**src/rtl/adc_sensor_sampler_pkg.sv**
```systemverilog
// Shared constants, state encodings and helpers for the ADC sensor sampler.
package adc_sensor_sampler_pkg;

    localparam int ADC_FRAME_BITS = 16;
    localparam int ADC_DATA_BITS  = 12;
    localparam int DISPLAY_MAX    = 9999;
    localparam int PROD_BITS      = 28;

    // Sequencing of one conversion as seen by the averaging logic.
    typedef enum logic [2:0] {
        ST_IDLE  = 3'd0,
        ST_CONV  = 3'd1,
        ST_QUIET = 3'd2,
        ST_ACCUM = 3'd3,
        ST_SCALE = 3'd4
    } sampler_state_t;

    // Phases of the serial receiver.
    typedef enum logic [1:0] {
        RX_IDLE  = 2'd0,
        RX_LOW   = 2'd1,
        RX_HIGH  = 2'd2,
        RX_QUIET = 2'd3
    } rx_state_t;

    // Clamp a scaled result to the display ceiling.
    function automatic logic [15:0] saturate(input logic [PROD_BITS-1:0] res,
                                             input logic [PROD_BITS-1:0] ceil);
        return (res > ceil) ? ceil[15:0] : res[15:0];
    endfunction

endpackage

```
**src/rtl/adc_sensor_sampler_spi_adc_rx.sv**
```systemverilog
// Three-wire SPI receiver for a 16-bit ADC frame.
// Handshake: start_i is a one-cycle request accepted only while idle;
// frame_end_o pulses in the cycle before CS rises; done_o pulses in the
// last quiet cycle, with data_o stable from then until the next start_i.
module spi_adc_rx
    import adc_sensor_sampler_pkg::*;
#(
    parameter int CLK_DIV = 2
) (
    input  logic        clk,
    input  logic        reset,
    input  logic        start_i,
    input  logic        sdata_i,
    output logic        cs_n_o,
    output logic        sclk_o,
    output logic        frame_end_o,
    output logic        done_o,
    output logic [15:0] data_o
);

    localparam int DIV_W = (CLK_DIV > 1) ? $clog2(CLK_DIV) : 1;
    localparam logic [DIV_W-1:0] DIV_LAST = DIV_W'(CLK_DIV - 1);
    localparam logic [3:0] BIT_LAST = 4'(ADC_FRAME_BITS - 1);

    rx_state_t        state_q, state_d;
    logic [DIV_W-1:0] div_q, div_d;
    logic [3:0]       bit_q, bit_d;
    logic [15:0]      shift_q, shift_d;
    logic             cs_n_q, cs_n_d;
    logic             sclk_q, sclk_d;
    logic             div_last;

    assign div_last = (div_q == DIV_LAST);
    assign cs_n_o   = cs_n_q;
    assign sclk_o   = sclk_q;
    assign data_o   = shift_q;

    // Receiver registers; pins idle with CS and SCLK high.
    always_ff @(posedge clk) begin
        if (reset) begin
            state_q <= RX_IDLE;
            div_q   <= '0;
            bit_q   <= '0;
            shift_q <= '0;
            cs_n_q  <= 1'b1;
            sclk_q  <= 1'b1;
        end else begin
            state_q <= state_d;
            div_q   <= div_d;
            bit_q   <= bit_d;
            shift_q <= shift_d;
            cs_n_q  <= cs_n_d;
            sclk_q  <= sclk_d;
        end
    end

    // Phase sequencing: each bit is CLK_DIV cycles low then CLK_DIV high;
    // data is captured on the edge that raises SCLK.
    always_comb begin
        state_d     = state_q;
        div_d       = div_q;
        bit_d       = bit_q;
        shift_d     = shift_q;
        cs_n_d      = cs_n_q;
        sclk_d      = sclk_q;
        frame_end_o = 1'b0;
        done_o      = 1'b0;
        case (state_q)
            RX_IDLE: begin
                if (start_i) begin
                    cs_n_d  = 1'b0;
                    sclk_d  = 1'b0;
                    div_d   = '0;
                    bit_d   = '0;
                    state_d = RX_LOW;
                end
            end
            RX_LOW: begin
                if (div_last) begin
                    sclk_d  = 1'b1;
                    shift_d = {shift_q[14:0], sdata_i};
                    div_d   = '0;
                    state_d = RX_HIGH;
                end else begin
                    div_d = div_q + 1'b1;
                end
            end
            RX_HIGH: begin
                if (div_last) begin
                    div_d = '0;
                    if (bit_q == BIT_LAST) begin
                        cs_n_d      = 1'b1;
                        frame_end_o = 1'b1;
                        state_d     = RX_QUIET;
                    end else begin
                        sclk_d  = 1'b0;
                        bit_d   = bit_q + 1'b1;
                        state_d = RX_LOW;
                    end
                end else begin
                    div_d = div_q + 1'b1;
                end
            end
            RX_QUIET: begin
                if (div_last) begin
                    done_o  = 1'b1;
                    div_d   = '0;
                    state_d = RX_IDLE;
                end else begin
                    div_d = div_q + 1'b1;
                end
            end
            default: state_d = RX_IDLE;
        endcase
    end

endmodule

```
**src/rtl/adc_sensor_sampler.sv**
```systemverilog
// Periodic ADC sampler: triggers conversions, averages 2^AVG_LOG2 codes,
// scales to engineering units and saturates to the display range.
module adc_sensor_sampler
    import adc_sensor_sampler_pkg::*;
#(
    parameter int CLK_DIV       = 2,
    parameter int SAMPLE_PERIOD = 5000000,
    parameter int AVG_LOG2      = 3,
    parameter int SCALE_MUL     = 3300,
    parameter int SCALE_SHIFT   = 12,
    parameter int MAX_VALUE     = DISPLAY_MAX
) (
    input  logic        clk,
    input  logic        reset,
    input  logic        adc_sdata_i,
    output logic        adc_cs_n_o,
    output logic        adc_sclk_o,
    output logic [15:0] value_o,
    output logic        value_valid_o,
    output logic        busy_o
);

    localparam int N_AVG = 1 << AVG_LOG2;
    localparam int ACC_W = ADC_DATA_BITS + AVG_LOG2;
    localparam int CNT_W = (AVG_LOG2 > 0) ? AVG_LOG2 : 1;
    localparam int TMR_W = $clog2(SAMPLE_PERIOD + 1);
    localparam logic [TMR_W-1:0]     TMR_LAST = TMR_W'(SAMPLE_PERIOD - 1);
    localparam logic [CNT_W-1:0]     CNT_LAST = CNT_W'(N_AVG - 1);
    localparam logic [PROD_BITS-1:0] MUL_W    = PROD_BITS'(SCALE_MUL);
    localparam logic [PROD_BITS-1:0] CEIL_W   = PROD_BITS'(MAX_VALUE);

    sampler_state_t     state_q, state_d;
    logic [TMR_W-1:0]   timer_q;
    logic [ACC_W-1:0]   acc_q, acc_d;
    logic [CNT_W-1:0]   cnt_q, cnt_d;
    logic [15:0]        value_q, value_d;
    logic               valid_q, valid_d;
    logic               busy_q, busy_d;

    logic               trigger;
    logic               rx_start;
    logic               rx_frame_end;
    logic               rx_done;
    logic [15:0]        rx_data;
    logic [ADC_DATA_BITS-1:0] avg;
    logic [PROD_BITS-1:0]     prod;
    logic [PROD_BITS-1:0]     res;
    logic               unused_hdr;

    assign trigger       = (timer_q == TMR_LAST);
    assign value_o       = value_q;
    assign value_valid_o = valid_q;
    assign busy_o        = busy_q;

    // The frame's leading nibble carries no data.
    assign unused_hdr = ^rx_data[15:12];

    // Averaging and scaling of the completed accumulation.
    assign avg  = ADC_DATA_BITS'(acc_q >> AVG_LOG2);
    assign prod = PROD_BITS'(avg) * MUL_W;
    assign res  = prod >> SCALE_SHIFT;

    spi_adc_rx #(
        .CLK_DIV(CLK_DIV)
    ) u_rx (
        .clk        (clk),
        .reset      (reset),
        .start_i    (rx_start),
        .sdata_i    (adc_sdata_i),
        .cs_n_o     (adc_cs_n_o),
        .sclk_o     (adc_sclk_o),
        .frame_end_o(rx_frame_end),
        .done_o     (rx_done),
        .data_o     (rx_data)
    );

    // Free-running period timer; restarts from zero on reset.
    always_ff @(posedge clk) begin
        if (reset) begin
            timer_q <= '0;
        end else if (trigger) begin
            timer_q <= '0;
        end else begin
            timer_q <= timer_q + 1'b1;
        end
    end

    // Sequencer and datapath registers.
    always_ff @(posedge clk) begin
        if (reset) begin
            state_q <= ST_IDLE;
            acc_q   <= '0;
            cnt_q   <= '0;
            value_q <= '0;
            valid_q <= 1'b0;
            busy_q  <= 1'b0;
        end else begin
            state_q <= state_d;
            acc_q   <= acc_d;
            cnt_q   <= cnt_d;
            value_q <= value_d;
            valid_q <= valid_d;
            busy_q  <= busy_d;
        end
    end

    // Next-state logic; triggers arriving outside IDLE are simply ignored.
    always_comb begin
        state_d  = state_q;
        acc_d    = acc_q;
        cnt_d    = cnt_q;
        value_d  = value_q;
        valid_d  = 1'b0;
        busy_d   = busy_q;
        rx_start = 1'b0;
        case (state_q)
            ST_IDLE: begin
                if (trigger) begin
                    rx_start = 1'b1;
                    busy_d   = 1'b1;
                    state_d  = ST_CONV;
                end
            end
            ST_CONV: begin
                if (rx_frame_end) begin
                    state_d = ST_QUIET;
                end
            end
            ST_QUIET: begin
                if (rx_done) begin
                    state_d = ST_ACCUM;
                end
            end
            ST_ACCUM: begin
                acc_d = acc_q + ACC_W'(rx_data[ADC_DATA_BITS-1:0]);
                if (cnt_q == CNT_LAST) begin
                    cnt_d   = '0;
                    state_d = ST_SCALE;
                end else begin
                    cnt_d   = cnt_q + 1'b1;
                    busy_d  = 1'b0;
                    state_d = ST_IDLE;
                end
            end
            ST_SCALE: begin
                value_d = saturate(res, CEIL_W);
                valid_d = 1'b1;
                acc_d   = '0;
                cnt_d   = '0;
                busy_d  = 1'b0;
                state_d = ST_IDLE;
            end
            default: state_d = ST_IDLE;
        endcase
    end

endmodule
```
**config.mk**
```make
export PLATFORM = sky130hd
export DESIGN_NAME = adc_sensor_sampler
export DESIGN_NICKNAME = d
export VERILOG_FILES = /design/src/rtl/adc_sensor_sampler_pkg.sv /design/src/rtl/adc_sensor_sampler_spi_adc_rx.sv /design/src/rtl/adc_sensor_sampler.sv
export SDC_FILE = /design/constraint.sdc
export NUM_CORES = 1
export LEC_CHECK = 0
export ABC_AREA = 1
export CAP_MARGIN = 20
export CORE_UTILIZATION = 40
export CTS_CLUSTER_DIAMETER = 200
export DETAILED_ROUTE_END_ITERATION = 8
export PLACE_DENSITY = 0.54
export SLEW_MARGIN = 10
export SYNTH_ARGS = -nofsm -noshare
export SYNTH_HDL_FRONTEND = slang
export SYNTH_SLANG_ARGS = --single-unit
```
**constraint.sdc**
```tcl
create_clock -name clk -period 4.5 [get_ports clk]
set_input_delay 0.9 -clock clk [delete_from_list [all_inputs] [get_ports clk]]
set_output_delay 0.9 -clock clk [all_outputs]
set_load 0.02 [all_outputs]
```
# Yosys cells after proc, flatten, opt, wreduce, memory -nomap -nowiden
# Cells that the tools add are included.
# word_totals
out_inout_bits	20
input_bits	3
reg_bits	83
# classes
order_cmp	1
eq_ne	20
n_addsub	5
n_mux	40
multipliers	1
reduce_logical	15
# op_table
operator	n
one-hot mux 15 bit (2 select lines)	1
adder 23 x 1 -> 23 bit (second input constant)	1
== test 23 bit (second input constant)	1
multiplier 12 x 10 -> 22 bit (second input constant)	1
two-way mux 1 bit	17
adder 15 x 12 -> 15 bit	1
two-way mux 3 bit	5
> comparator 12 x 14 -> 1 bit (second input constant)	1
two-way mux 14 bit	1
two-way mux 4 bit	3
inequality test 2 bit (second input constant)	6
one-hot mux 3 bit (4 select lines)	1
AND reduction 4 bit	3
two-way mux 2 bit	5
inequality test 2 x 1 -> 1 bit (second input constant)	4
one-hot mux 2 bit (4 select lines)	1
one-hot mux 4 bit (2 select lines)	1
== test 3 x 2 -> 1 bit (second input constant)	2
== test 3 bit (second input constant)	2
one-hot mux 1 bit (3 select lines)	2
one-hot mux 3 bit (2 select lines)	1
AND reduction 3 bit	2
nonzero test 3 bit	2
AND reduction 5 bit	1
other kinds (14)	17

# Depth between registers and ports, before layout
# logic_depth
ltp_word	6
mapped_depth	21
depth_no_buf	21

# Cells and area by module
# Synthesis repeated with hierarchy kept, for this count alone.
# unflattened
cells_unflattened	893
hier_area_um2	6550.0
# modules_own_cells
mod	n_inst	cells_each	area_each_um2
adc_sensor_sampler	1	754	5472.7
spi_adc_rx	1	139	1077.3

# Worst setup path after synthesis
# No wires, ideal clock.
# synth_timing
path_type	register -> register
start	reg acc_q[4]
end	reg value_q[7] (netlist: value_o[7])
setup_time_ns	0.113
stages_incl_launch_ff	20
setup_slack_ns	0.629
t_required_ns	4.387
arrival_ns	3.758
cell_sequence	dfxtp_1 -> ha_1 -> xor2_1 -> ha_1 -> a21o_1 -> fa_1 -> fa_1 -> inv_1 -> fa_1 -> inv_1 -> ha_1 -> nand2_1 -> nor2_1 -> nand3_1 -> nand3_1 -> nand2_1 -> nand2_1 -> nand2_1 -> nand3_1 -> nand2_1
# synth_between
elab_chain_cells	3
# synth_rtl
element	line	rtl
from (decl)	adc_sensor_sampler.sv:34	logic [ACC_W-1:0] acc_q, acc_d;
from (signal assigned)	adc_sensor_sampler.sv:92	acc_q <= '0;
from (signal assigned)	adc_sensor_sampler.sv:99	acc_q <= acc_d;
multiplier 12 x 10 -> 22 bit (*)	adc_sensor_sampler.sv:60	assign prod = PROD_BITS'(avg) * MUL_W;
> comparator 12 x 14 -> 1 bit	adc_sensor_sampler_pkg.sv:29	return (res > ceil) ? ceil[15:0] : res[15:0];
two-way mux 14 bit (*)	adc_sensor_sampler_pkg.sv:29	
to (signal assigned)	adc_sensor_sampler.sv:101	value_q <= value_d;
to (decl)	adc_sensor_sampler.sv:36	logic [15:0] value_q, value_d;
# Mark *: on every way between the ends. The rest lies on a longest branch, timed or not.
# A chain may end at the register's enable or synchronous reset.

# Worst setup path after layout
# layout_timing
start	reg acc_q[3]
end	reg value_q[6] (netlist: value_o[6])
# Same word-level chain as after synthesis.

==> results by group <==
Detailed routing
  • Drt first pass iters: 5
  • Drt drc: 0
  • Vias/cell: 5.03
  • Via count: 5276
  • Antenna Nets Post-Route: 0
  • Routed length per instance: 13.2 um
  • Overall routed net length: 13800 um
  • 1st-iter DRT viols: 282

Setup path
  • CP most frequent cell: nand2_1
  • Critical path class: register to register
  • RR Startpoint: acc_q[3]
  • Worst path slowest cell: fa_1
  • CP startpoint: acc_q[3]
  • Crit end category: register
  • CP max stage delay: 0.53 ns
  • Critical Path Source Type: register
  • CP arrival: 4.39 ns
  • Worst-path maximum fanout: 6
  • WP data required: 4.74 ns
  • CP Cell Sequence: ha_1 -> ha_1 -> inv_1 -> fa_1 -> inv_1 -> fa_1 -> inv_1 -> fa_1 -> inv_1 -> ha_1 -> nand2_1 -> inv_1 -> a21oi_1 -> nand2_1 -> nand2_1 -> nand2_1 -> nand2_1 -> nand3_1 -> nand3_1 -> nand2_1

Final layout
  • Share of cells above drive strength 1: 6.27%
  • Final core occ: 45.7%
  • Final std cells w/o fill: 1049
  • Multi-input gate area: 4150 um2
  • Synth-to-layout area growth: 11.4%
  • Final #Nets: 977
  • FF+latch area: 1590 um2
  • Ant diodes: 0
  • Fillers: 1524
  • Cell area after layout: 6940 um2

Pwr
  • Pint: 0.00114 W
  • Clk pwr share: 50.9%
  • Sw power: 0.000336 W
  • Logic pwr share: 1.6%
  • Part of the power in registers: 47.5%
  • Peak VDD IR: 0.167 mV
  • Switching share of power: 22.7%
  • Power Density: 213 nW/um2
  • Leak: 3.59 nW

STA
  • Worst slew margin: 31.1%
  • Worst Skew: 0.00742 ns
  • Final hold slack: 0.448 ns
  • Tmin final: 4.15 ns
  • Final Setup Violations: 0
  • Max-slew violations: 0
  • Final Hold Fails: 0
  • Setup TNS: 0 ns
  • Worst-Margin Slew: 1.03 ns
  • RSZ-0062 raised after global routing: false
  • Final worst path period share: 92.2%
  • Fmax: 241 MHz

Clocking
  • Clock tree sinks: 79
  • Clock Root Buffer: clkbuf_16
  • Num CTS Buffers: 9
  • CTS H-tree depth: 3
  • CTS tree: done
  • Hold_buf cts: 0
  • Post_cts resized: 0
  • Clk buf depth: 2
  • Worst skew pair latency: 0.34 ns
  • Clk slew on worst S/H paths: 0.06 ns
  • Post-CTS Setup Inserts: 0

Placement
  • Placed Area: 6630 um2
  • Placer Congestion: 0.879
  • DP Cell Count: 1033
  • Port Buffers: 18
  • HPWL after detailed placement: 11000 um

Synthesis
  • Largest cells by area after synthesis: dfxtp_1 25%, ha_1 18%, nand2_1 11%
  • Main flop type after synthesis: dfxtp_1
  • Netlist cell types: 43
  • Cells after Synth: 833
  • Count of yosys warnings during synthesis: 0
  • Seq/Total Area, Yosys: 25.4%
  • Yosys top cell by area: dfxtp_1
  • Syn avg cell area: 7.48 um2
  • Syn Std Cell Area: 6230 um2
  • Ys async rst share: 0%
  • Synthesized flop and latch total: 79
  • Number of synthesized flops with an enable pin: 0
  • Area fraction of the dominant cell type after synthesis: 25.4%

Global route
  • Largest net degree at the start of global routing: 28
  • First-pass GRT wire length: 23800 um
  • Global route overflow: 0
  • GRT Total Usage: 18.5%
  • Initial antenna violation count: 0
  • Vias in the first global route: 5093

Die
  • # IOs: 23
  • Die Wd: 127 um
  • Starting density of the core: 41.0%
  • Cell Rows: 45
  • Core Box Area: 15200 um2
  • Height of the die: 127 um
  • Die ar.: 16100 um2

Run
  • # Max-Cap Violations: 0

Hold path
  • Worst min-delay path category: register to register
  • Worst Min Path Start: timer_q[0]

Status
  • Outcome: finished, final reports clean
==> final cells by class <==
| type | instances | share of cell area [%] |
|---|---|---|
| Timing Repair Buffer | 24 | 3.24 |
| Multi-Input combinational cell | 626 | 59.8 |
| Sequential cell | 79 | 22.9 |
| Clock inverter | 7 | 1.17 |
| Clock buffer | 9 | 3.24 |
| Tap cell | 188 | 3.39 |
| Inverter | 116 | 6.27 |
==> power by group through the flow <==
stage	clock, W	combinational, W	sequential, W
2_1_floorplan	0	0.0000202	0.000718
3_3_place_gp	0	0.0000240	0.000718
3_5_place_dp	0	0.0000247	0.000718
4_1_cts	0.000776	0.0000248	0.000702
5_1_grt	0.000807	0.0000278	0.000702
6_report	0.000753	0.0000240	0.000703
==> synthesized netlist by cell type, types with 5 or more instances <==
master,instances
a21o_1,6
a21oi_1,58
buf_4,5
clkbuf_1,6
dfxtp_1,79
fa_1,29
ha_1,89
inv_1,111
inv_2,5
nand2_1,177
nand3_1,49
nand3b_1,5
nand4_1,11
nor2_1,91
nor3_1,7
o21ai_0,40
xnor2_1,5
xor2_1,15
==> logic make-up after synthesis <==
group,count (synthesis),share of synthesized area (%)
compound gates,118,10.3
buf+inv,131,8.27
fa+ha+maj,118,27.2
simple gates,366,26.1
flops,79,25.4
xor+xnor,20,2.81
other cells,1,0.0602
==> worst paths after layout <==
check | slack, ns | cells past startpoint | endpoint
min reg2reg | 0.45 | 1 | timer_q[0]
max | 0.35 | 20 | value_o[6]
min | 0.45 | 1 | timer_q[0]
max reg2reg | 0.35 | 20 | value_o[6]
==> state kept, by name, summed over array words and instances (netlist names) <==
signal,cells
acc_q,15
busy_o,1
cnt_q,3
state_q,3
timer_q,23
u_rx.bit_q,4
u_rx.cs_n_o,1
u_rx.data_o,12
u_rx.div_last,1
u_rx.sclk_o,1
u_rx.state_q,2
value_o,12
value_valid_o,1
==> critical path: cells and delay by family, from the launching register on <==
family          cells  cell delay (ns)
flops               1             0.36
fa+ha+maj           6             2.54
simple gates        8             0.79
buf+inv             5             0.24
compound gates      1             0.13
==> per-layer routing <==
layer  global-route usage (%)  up-vias  wire length, um
met1                     26.4     2438             7310
met4                     4.83        0              108
met3                     3.46        8              438
li1                         -     2756                -
met5                        0        -                0
met2                     28.6       74             5950
==> per-stage QoR <==
step	setup slack, ns	power, W
floorplan	0.629	0.000738
global placement	0.340	0.000742
detailed placement	0.191	0.000743
CTS	0.209	0.00150
global route	0.0525	0.00154
finish	0.352	0.00148
==> placed cells by master, fill, tap and decap left out, types with 5 or more instances in the layout <==
| master | netlist | routed |
|---|---|---|
| nor3_1 | 7 | 7 |
| nor2_1 | 91 | 91 |
| nand4_1 | 11 | 11 |
| a21oi_1 | 58 | 58 |
| buf_4 | 5 | 6 |
| inv_1 | 111 | 111 |
| nand3_1 | 49 | 48 |
| xor2_1 | 15 | 15 |
| fa_1 | 29 | 29 |
| dfxtp_2 | 0 | 5 |
| dfxtp_1 | 79 | 74 |
| o21ai_0 | 40 | 40 |
| inv_2 | 5 | 5 |
| clkdlybuf4s50_1 | 0 | 18 |
| nand2_1 | 177 | 177 |
| nand3b_1 | 5 | 5 |
| xnor2_1 | 5 | 5 |
| clkbuf_16 | 0 | 9 |
| a21o_1 | 6 | 6 |
| ha_1 | 89 | 89 |
No activity file was read; power rests on OpenSTA's default activity.
